$ cat src/rtl/vec_pingpong_buffer.sv
// Double-buffered vector store between the matrix-vector product stage and the next layer.
// The producer fills one bank element by element while the consumer reads the other bank in chunks.
module vec_pingpong_buffer #(
    parameter int VecLength   = 16,
    parameter int WorkingRegs = 4,
    parameter int NBits       = 16
) (
    input  logic                                       clk_in,
    input  logic                                       rst_in,
    input  logic                                       wr_en,
    input  logic signed [NBits-1:0]                    wr_data,
    input  logic                                       wr_vec_done,
    output logic                                       wr_full,
    input  logic                                       rd_req_chunk,
    input  logic                                       rd_ptr_rst,
    input  logic                                       rd_release,
    output logic signed [WorkingRegs-1:0][NBits-1:0]   rd_data,
    output logic                                       rd_ready,
    output logic                                       err_overflow
);

    localparam int NChunks = (VecLength + WorkingRegs - 1) / WorkingRegs;
    localparam int PtrW    = (NChunks > 1) ? $clog2(NChunks) : 1;
    localparam int IdxW    = $clog2(VecLength + 1);

    logic signed [NBits-1:0] mem [2][VecLength];
    logic [1:0]              valid;
    logic                    wr_bank;
    logic                    rd_bank;
    logic [IdxW-1:0]         wr_idx;
    logic [PtrW-1:0]         rd_ptr;

    logic wr_accept;
    logic wr_drop;
    logic commit_ok;
    logic commit_drop;
    logic release_ok;

    assign rd_ready    = valid[rd_bank];
    assign wr_full     = valid[wr_bank];
    assign wr_accept   = wr_en && !wr_full && (wr_idx < IdxW'(VecLength));
    assign wr_drop     = wr_en && !wr_accept;
    assign commit_ok   = wr_vec_done && !wr_full;
    assign commit_drop = wr_vec_done && wr_full;
    assign release_ok  = rd_release && rd_ready;

    // Released banks are zeroed so a later short vector reads 0 in its unwritten tail.
    // Writes never hit the bank being released: that bank is valid, so writing into it means wr_full.
    always_ff @(posedge clk_in or posedge rst_in) begin
        if (rst_in) begin
            for (int b = 0; b < 2; b++) begin
                for (int e = 0; e < VecLength; e++) begin
                    mem[b][e] <= '0;
                end
            end
        end else begin
            for (int b = 0; b < 2; b++) begin
                for (int e = 0; e < VecLength; e++) begin
                    if (release_ok && (rd_bank == 1'(b))) begin
                        mem[b][e] <= '0;
                    end else if (wr_accept && (wr_bank == 1'(b)) && (wr_idx == IdxW'(e))) begin
                        mem[b][e] <= wr_data;
                    end
                end
            end
        end
    end

    // Commit and release always touch different banks when both are accepted.
    always_ff @(posedge clk_in or posedge rst_in) begin
        if (rst_in) begin
            valid        <= '0;
            wr_bank      <= 1'b0;
            rd_bank      <= 1'b0;
            wr_idx       <= '0;
            rd_ptr       <= '0;
            err_overflow <= 1'b0;
        end else begin
            if (commit_ok) begin
                valid[wr_bank] <= 1'b1;
                wr_bank        <= ~wr_bank;
                wr_idx         <= '0;
            end else if (wr_accept) begin
                wr_idx <= wr_idx + IdxW'(1);
            end

            if (release_ok) begin
                valid[rd_bank] <= 1'b0;
                rd_bank        <= ~rd_bank;
            end

            if (release_ok || rd_ptr_rst) begin
                rd_ptr <= '0;
            end else if (rd_req_chunk) begin
                rd_ptr <= (rd_ptr == PtrW'(NChunks - 1)) ? '0 : rd_ptr + PtrW'(1);
            end

            if (wr_drop || commit_drop) begin
                err_overflow <= 1'b1;
            end
        end
    end

    // Lanes past the end of the vector stay 0 on the ragged final chunk.
    always_comb begin
        rd_data = '0;
        if (rd_ready) begin
            for (int lane = 0; lane < WorkingRegs; lane++) begin
                for (int e = 0; e < VecLength; e++) begin
                    if ((int'(rd_ptr) * WorkingRegs + lane) == e) begin
                        rd_data[lane] = mem[rd_bank][e];
                    end
                end
            end
        end
    end

endmodule

$ cat config.mk
export PLATFORM = sky130hd
export DESIGN_NAME = vec_pingpong_buffer
export DESIGN_NICKNAME = d
export VERILOG_FILES = /design/src/rtl/vec_pingpong_buffer.sv
export SDC_FILE = /design/constraint.sdc
export NUM_CORES = 1
export LEC_CHECK = 0
export CAP_MARGIN = 5
export CORE_MARGIN = 10
export CORE_UTILIZATION = 60
export CTS_CLUSTER_SIZE = 25
export DETAILED_ROUTE_END_ITERATION = 6
export PLACE_DENSITY = 0.85
export REMOVE_ABC_BUFFERS = 1
export SETUP_SLACK_MARGIN = 0.15
export SYNTH_ARGS = -nofsm -noshare
export SYNTH_HDL_FRONTEND = slang
export SYNTH_SLANG_ARGS = --single-unit
$ cat constraint.sdc
create_clock -name clk_in -period 23.3 [get_ports clk_in]
set_input_delay 4.66 -clock clk_in [delete_from_list [all_inputs] [get_ports clk_in]]
set_output_delay 4.66 -clock clk_in [all_outputs]
set_load 0.05 [all_outputs]
* Word-level counts from Yosys, hierarchy flattened
Index checks and enable logic that the tools add are counted.
** Word-level totals
- Output and inout port bits :: 67
- Bits in registers :: 524
- Input bits :: 23
** Cells by class
- $add $sub $neg :: 5
- Bitwise logic cells :: 6
- Reductions and logical operators :: 87
- Magnitude comparators :: 6
- Equality and inequality tests :: 64
- Mux-type cells :: 135
** Operators by type and width (count)
- 16-bit two-way mux :: 116
- 256-bit two-way mux :: 3
- 32-bit by 5-bit equality test with 1-bit output (second input constant) :: 21
- 32-bit by 4-bit equality test with 1-bit output (second input constant) :: 12
- 32-bit by 3-bit equality test with 1-bit output (second input constant) :: 6
- 32-bit logical NOT :: 4
- 32-bit by 2-bit equality test with 1-bit output (second input constant) :: 3
- 2-bit nonzero test :: 34
- 64-bit two-way mux :: 1
- 5-bit by 4-bit equality test with 1-bit output (second input constant) :: 11
- 1-bit logical AND :: 44
- 5-bit by 3-bit equality test with 1-bit output (second input constant) :: 4
- 4-bit by 2-bit adder with 5-bit output (second input constant) :: 2
- 5-bit by 2-bit equality test with 1-bit output (second input constant) :: 2
- 2-bit two-way mux :: 5
- 5-bit two-way mux :: 2
- 2-bit equality test (second input constant) :: 3
- 1-bit two-way mux :: 6
- 4-bit by 1-bit adder with 5-bit output (second input constant) :: 1
- 5-bit by 1-bit adder with 5-bit output (second input constant) :: 1
- 5-bit by 1-bit equality test with 1-bit output (second input constant) :: 1
- 5-bit logical NOT :: 1
- 5-bit < comparator (second input constant) :: 1
- 1-bit by 2-bit < comparator with 1-bit output (second input constant) :: 2
- other kinds (12) :: 17

* Longest topological paths before layout
Gate-level depths: netlist of the first run.
- Word-level depth :: 21
- Depth in mapped cells :: 10

* Worst setup path after synthesis of the first run
OpenSTA, ideal clock, no wires.
- Path kind :: reg-to-output
- From :: register rd_ptr[0]
- To :: output port rd_data[42] in the netlist's numbering
- Data required time :: 18.640 ns
- Stages on the path, launching flop included :: 8
- Slack :: 16.034 ns
- Arrival time :: 2.606 ns
- Cell sequence :: dfrtp_1 inv_1 ha_1 nor2b_1 clkbuf_1 clkbuf_1 a221oi_1 a211oi_1
** RTL lines
- from (decl) :: RTL line 31 : logic [PtrW-1:0] rd_ptr;
- from (signal assigned) :: RTL line 95 : rd_ptr <= (rd_ptr == PtrW'(NChunks - 1)) ? '0 : rd_ptr + PtrW'(1);
- to (decl) :: RTL line 17 : output logic signed [WorkingRegs-1:0][NBits-1:0] rd_data,

==> summary.md, run 1 <==
| Metric | Value |
|---|---|
| Most frequent cells in the layout | dfrtp_1, o21ai_0, o211ai_1, nand2_1, nand3_1 |
| Post_cts resized | 0 |
| Clock Pin Slew Worst Setup and Hold Paths | 0.06 ns |
| Worst skew pair latency | between 0.6 and 0.7 ns |
| Internal power | 1.84 mW |
| Placement Setup Slack | 14.23 ns |
| CTS Hold Bufs | 0 |
| Post-synthesis cell type count | slightly below 60 |
| Final Skew | between 0.01 and 0.015 ns |
| Fmax | 101 MHz |
| Setup crit start kind | register |
| Hold slack | a little under 0.5 ns |
| Worst Setup SP | rd_bank |
| Final HPWL DP | roughly 51000 um |
| RSZ-0062 raised after global routing | false |
| LEAKAGE | about 12 nW |
| Reg2reg setup slack | ~19 ns |
| Initial core utilization | between 60% and 70% |
| DRC errors left | 0 |
| Post-Syn Area | approximately 27000 sq um |
| Finish-stage setup viols | 0 |
| Nets@finish | approximately 2700 |
| Switch Pwr | 1.36 mW |
| Hold Path Origin | err_overflow |
| Routed Antenna Nets | 0 |
| Area delta synth->final | 8.69% |
| Slew margin rel. | around 8.4% |
| Prevailing post-synth register cell | dfrtp_1 |
| Sw frac | ~42% |
| CP endpoint kind | primary output |
| Core Util, Final | around 66% |
| Post-Synthesis Cells | 2832 |
| Slew Limit Fails | 0 |
| Critical Path AT | approximately 5.3 ns |
| Final hold viol count | 0 |
| Tcrit/Tclk final | around 43% |
| Max-cap violations | 0 |
| Number of synthesized flops with an enable pin | 0 |
| # IOs | 90 |
| Die X | 233 um |
| Core area | about 45000 sq um |
| First-pass GRT wire length | between 100000 and 150000 um |
| DR iter-0 viols | about 4500 |
| Drt via density | 7.60 |
| Setup bufs post-CTS | 0 |
| # H-tree levels | 2 |
| CP required | around 19 ns |
| Post-route design area | about 29000 sq um |
| Initial antenna violation count | 3 |
| Peak VDD IR | between 0.00009 and 0.0001 V |
| Setup tns final | 0 ns |
| Start of the worst register-to-register path | rd_bank |
| Drt wl/cell | around 29 um |
| Sequential power share | 35.5% |
| Post-synth ARST share | 100% |
| Vias in the first global route | ~26000 |
| TritonRoute pass-1 iters | 7 |
| Layer with the highest usage | met2 |
| Gr usage total | between 30% and 40% |
| Leading cell type in the layout, fill and taps excluded | dfrtp_1 |
| Final wirelength | between 90000 and 100000 um |
| Fin crit period | around 9.9 ns |
| Outcome | finished, final reports clean |
| Critical path class | register to primary output |
| Synthesis Warnings | 0 |
| Yosys reg bits | ~520 |
| Max clock buf depth | 3 |
| Rows | 77 |
| Worst Tran Pin Value | roughly 1.4 ns |
| Clock group share of total power | 27.0% |
| Largest net degree at the start of global routing | approximately 180 |
| Buffers on Ports | 89 |
| Die ar. | roughly 54000 sq um |
| GPL Wtd Cong | about 0.9 |
| Total CTS buffers | 54 |
| Met1 usage | a little over two fifths |
| M3 GR Usage | approximately 14% |
| DR vias | around 25000 |
| Cell Area, Placed | approximately 28000 sq um |
| TritonCTS clock tree | yes |
| Ratio of total power to cell area | about 110 nW/um^2 |
| Die Span Y | 233 um |
| Combinational cell fraction of total power | 37.5% |
| Worst hold-check path type | register to register |
| Clock sinks | between 500 and 600 |
| Grt ovf | 0 |
| Setup ws final | around 13 ns |
| Avg Cell Area, Syn | ~9.6 sq um |
| Largest fanout on the critical path | between 70 and 80 |
| Sequential share of the synthesized area | approximately 48% |
| Root Driver | clkbuf_16 |
| Global Route met2 Usage | between 50% and 60% |
| Layout cell share with drive strength beyond 1 | 11.8% |
-- power groups by stage --
| stage | Combinational [mW] | Clock [mW] | Sequential [mW] |
|---|---|---|---|
| after floorplan | 0.682 | 0 | 1.17 |
| after global placement | 1.11 | 0 | 1.14 |
| after detailed placement | 1.14 | 0 | 1.14 |
| after CTS | 1.14 | 0.859 | 1.13 |
| after global routing | 1.24 | 0.897 | 1.15 |
| final | 1.20 | 0.865 | 1.14 |
-- stage by stage --
step / total power [mW] / std cells
after global routing: 3.28 / 3315
after global placement: 2.24 / 3215
after CTS: 3.13 / 3314
final: 3.20 / 3318
after detailed placement: 2.28 / 3215
after floorplan: 1.86 / 2476
-- synth_stat cells (4+ instances only) --
cell	instances	share of area, %
ha_1	9	0.41
clkbuf_2	9	0.17
and3b_1	6	0.19
inv_1	12	0.17
buf_4	7	0.19
buf_6	9	0.37
buf_2	93	1.7
buf_1	13	0.18
nand3_1	256	4.7
o211ai_2	10	0.46
mux2i_1	74	2.7
nor2b_1	7	0.16
nor2_1	9	0.12
nand2_2	4	0.092
o21ai_0	409	7.5
and4bb_2	4	0.18
nand3b_1	8	0.22
a211oi_1	128	3.5
o21ai_1	30	0.55
a221oi_1	64	2.1
o211ai_1	303	8.4
and2_1	65	1.5
dfrtp_1	524	48
clkbuf_1	225	3.1
a21oi_1	81	1.5
mux2_2	131	5.4
nand2_1	286	4.0
and3_1	10	0.23
-- worst max-delay path, cell delays in order, from the launching register on --
cell and delay, ns:
dfrtp_4 1.04, buf_4 0.77, buf_4 0.75, mux2_2 0.29, a221oi_1 0.09, a211oi_1 0.61, clkdlybuf4s50_1 0.94
-- sequential cells by signal (all words and copies together) (netlist names) --
name          count
wr_idx            5
wr_bank           1
err_overflow      1
rd_bank           1
mem             512
rd_ptr            2
valid             2
-- kinds of logic after synthesis --
kind of cell,share of synthesized area (%)
compound gates,24.4
fa+ha+maj,0.415
buf+inv,5.92
flops,48.3
mux,8.17
simple gates,12.8
-- path summary, 6_finish.rpt --
check | end | cells past startpoint
max | rd_data[16] | 6
min | err_overflow | 1
max reg2reg | mem[29] | 4
min reg2reg | err_overflow | 1
max in group asynchronous | rd_bank | 4
min in group asynchronous | mem[84] | 2
-- final cells by class --
type | instances | area (sq um)
inverter | 13 | 61.3
timing repair buffer | 147 | 1350
multi-input combinational | 1939 | 12500
clock inverter | 14 | 130
antenna | 4 | 10.0
sequential | 524 | 13100
tap | 592 | 741
fill | 3312 | 15000
clock buffer | 85 | 1600
-- routing by layer --
metal / part of all wire [%] / wire, um / vias up
met5: 0 / 0 / -
met4: 7.4 / 7080 / 0
met3: 16 / 15500 / 582
met2: 43 / 41100 / 2323
met1: 34 / 32500 / 12200
li1: - / - / 10100
(Power assumes the default switching activity.)
==> inputs of run 2 (changes only) <==
==> constraint.sdc (replaced) <==
create_clock -name clk_in -period 9.3 [get_ports clk_in]
set_input_delay 1.86 -clock clk_in [delete_from_list [all_inputs] [get_ports clk_in]]
set_output_delay 1.86 -clock clk_in [all_outputs]
set_load 0.05 [all_outputs]
==> summary.md, run 2 (synthesized netlist as in run 1, its figures left out) <==
| Metric | Value |
|---|---|
| DR iter-0 viols | ~4000 |
| Final hold viol count | 0 |
| Peak VDD IR | 0.000314 V |
| Vias in the first global route | 24900 |
| Fin crit period | 6.68 ns |
| Leading cell type in the layout, fill and taps excluded | dfrtp_1 |
| Final wirelength | between 90000 and 100000 um |
| Die ar. | 54100 sq um |
| Slew Limit Fails | 0 |
| DRC errors left | 0 |
| Largest net degree at the start of global routing | 190 |
| RSZ-0062 raised after global routing | false |
| Largest fanout on the critical path | 86 |
| Reg2reg setup slack | about 5 ns |
| CP endpoint kind | primary output |
| Multi-input logic area | 12500 sq um |
| Core area | 44500 sq um |
| Max-cap violations | 0 |
| Sequential power share | around 36% |
| Fmax | 150 MHz |
| Gr usage total | between 30% and 40% |
| Initial antenna violation count | 0 |
| Buffers on Ports | 89 |
| # IOs | 90 |
| Drt wl/cell | ~29 um |
| Nets@finish | about 2700 |
| Dpl cells | between 3000 and 4000 |
| Reg area | 13100 sq um |
| TritonRoute pass-1 iters | 7 |
| Final Instance Count excl. Fillers | around 3300 |
| Finish-stage setup viols | 0 |
| Hold Path Origin | err_overflow |
| Post-route design area | 29500 sq um |
| Setup ws final | 2.62 ns |
| Placement Setup Slack | 3.51 ns |
| Setup crit start kind | register |
| Drt via density | between 7 and 8 |
| DR vias | 25100 |
| Diode count | 0 |
| Grt ovf | 0 |
| Worst hold-check path type | register to register |
| Routed Antenna Nets | 0 |
| # H-tree levels | 2 |
| Initial core utilization | between 60% and 70% |
| Worst Hold Depth | 1 |
| Die Span Y | 233 um |
| Max FFs per register | approximately 510 |
| LEAKAGE | about 12 nW |
| RR Endpoint | mem[314] |
| Slew margin rel. | 11.7% |
| Tcrit/Tclk final | 71.9% |
| Worst Tran Pin Value | between 1 and 1.5 ns |
| GPL Wtd Cong | 0.895 |
| Post_cts resized | 0 |
| Sw frac | 42.1% |
| Max clock buf depth | 3 |
| CTS Hold Bufs | 0 |
| First-pass GRT wire length | around 150000 um |
| Most frequent cells in the layout | dfrtp_1, o21ai_0, o211ai_1, nand2_1, nand3_1 |
| Tot Pwr | 8.07 mW |
| Final Skew | about 0.014 ns |
| Setup bufs post-CTS | 0 |
| Largest regs | mem (512), wr_idx (5) |
| Internal power | between 4 and 5 mW |
| Layout cell share with drive strength beyond 1 | a little under an eighth |
| Worst skew pair latency | around 0.63 ns |
| Setup tns final | 0 ns |
| Final HPWL DP | 50400 um |
| Largest Register | mem |
| Switch Pwr | about 3.4 mW |
| Rows | 77 |
| CP required | ~7.4 ns |
| Combinational cell fraction of total power | about 37% |
| Die X | approximately 230 um |
| Clock Pin Slew Worst Setup and Hold Paths | ~0.060 ns |
| TritonCTS clock tree | yes |
| Clock group share of total power | 27.5% |
| Ratio of total power to cell area | around 270 nW/um^2 |
| Critical Path AT | between 4 and 5 ns |
| Outcome | finished, final reports clean |
| Root Driver | clkbuf_16 |
| Total CTS buffers | between 50 and 60 |
| Critical path class | register to primary output |
| Cell Area, Placed | about 28000 sq um |
| Hold Path End | err_overflow |
| Start of the worst register-to-register path | valid[0] |
| R2R depth | 6 |
| Fillers | between 3000 and 4000 |
| Area delta synth->final | 8.78% |
| Clock sinks | approximately 520 |
==> run 2: changes by cell type in the layout (fill, tap and decap cells not counted), sizes merged <==
cell	change
bufinv	+1
diode	-4
buf	-2
inv	-1
clkinv	-8
clkbuf	+4
==> run 2: worst max-delay path: stages (launching register included) <==
cell and delay (ns):
dfrtp_4 0.83, inv_4 0.95, buf_4 0.60, o211ai_1 0.17, a211oi_1 0.58, clkdlybuf4s50_1 0.94
==> run 2: power groups by stage <==
stage | Sequential, mW | Clock, mW | Combinational (mW)
global route | 2.91 | 2.30 | 3.05
CTS | 2.86 | 2.20 | 2.83
global placement | 2.88 | 0 | 2.74
detailed placement | 2.90 | 0 | 2.81
finish | 2.89 | 2.22 | 2.96
floorplan | 2.94 | 0 | 1.71
==> run 2: per-stage QoR <==
step | utilization [%] | hold WS [ns]
after floorplan | - | 0.477
after global placement | 62.3 | 0.463
after detailed placement | 62.3 | 0.478
after CTS | 66.3 | 0.493
after global routing | 66.3 | 0.535
final | 66.3 | 0.487
==> run 2: metal layers <==
layer | up-vias | GRT usage [%] | wire [um]
met5 | - | 1.01 | 79
met4 | 2 | 22.9 | 6750
met3 | 523 | 13.4 | 15700
met2 | 2299 | 49.3 | 40600
met1 | 12200 | 43.0 | 32700
li1 | 10100 | - | -
==> run 2: worst max-delay path by stage <==
stage	start	endpoint	depth (start not counted)
after floorplan	rst_in	err_overflow	1
after global placement	rd_bank	rd_data[30]	5
after detailed placement	rd_bank	rd_data[16]	5
after CTS	rd_bank	rd_data[16]	5
after global routing	rd_bank	rd_data[16]	5
final	rd_bank	rd_data[16]	5
==> run 2: layout make-up <==
type                       count  area share, %
multi-input combinational   1939           42.3
timing repair buffer         145           4.57
sequential                   524           44.4
tap                          592           2.51
clock inverter                 6          0.356
inverter                      13          0.208
clock buffer                  89           5.65
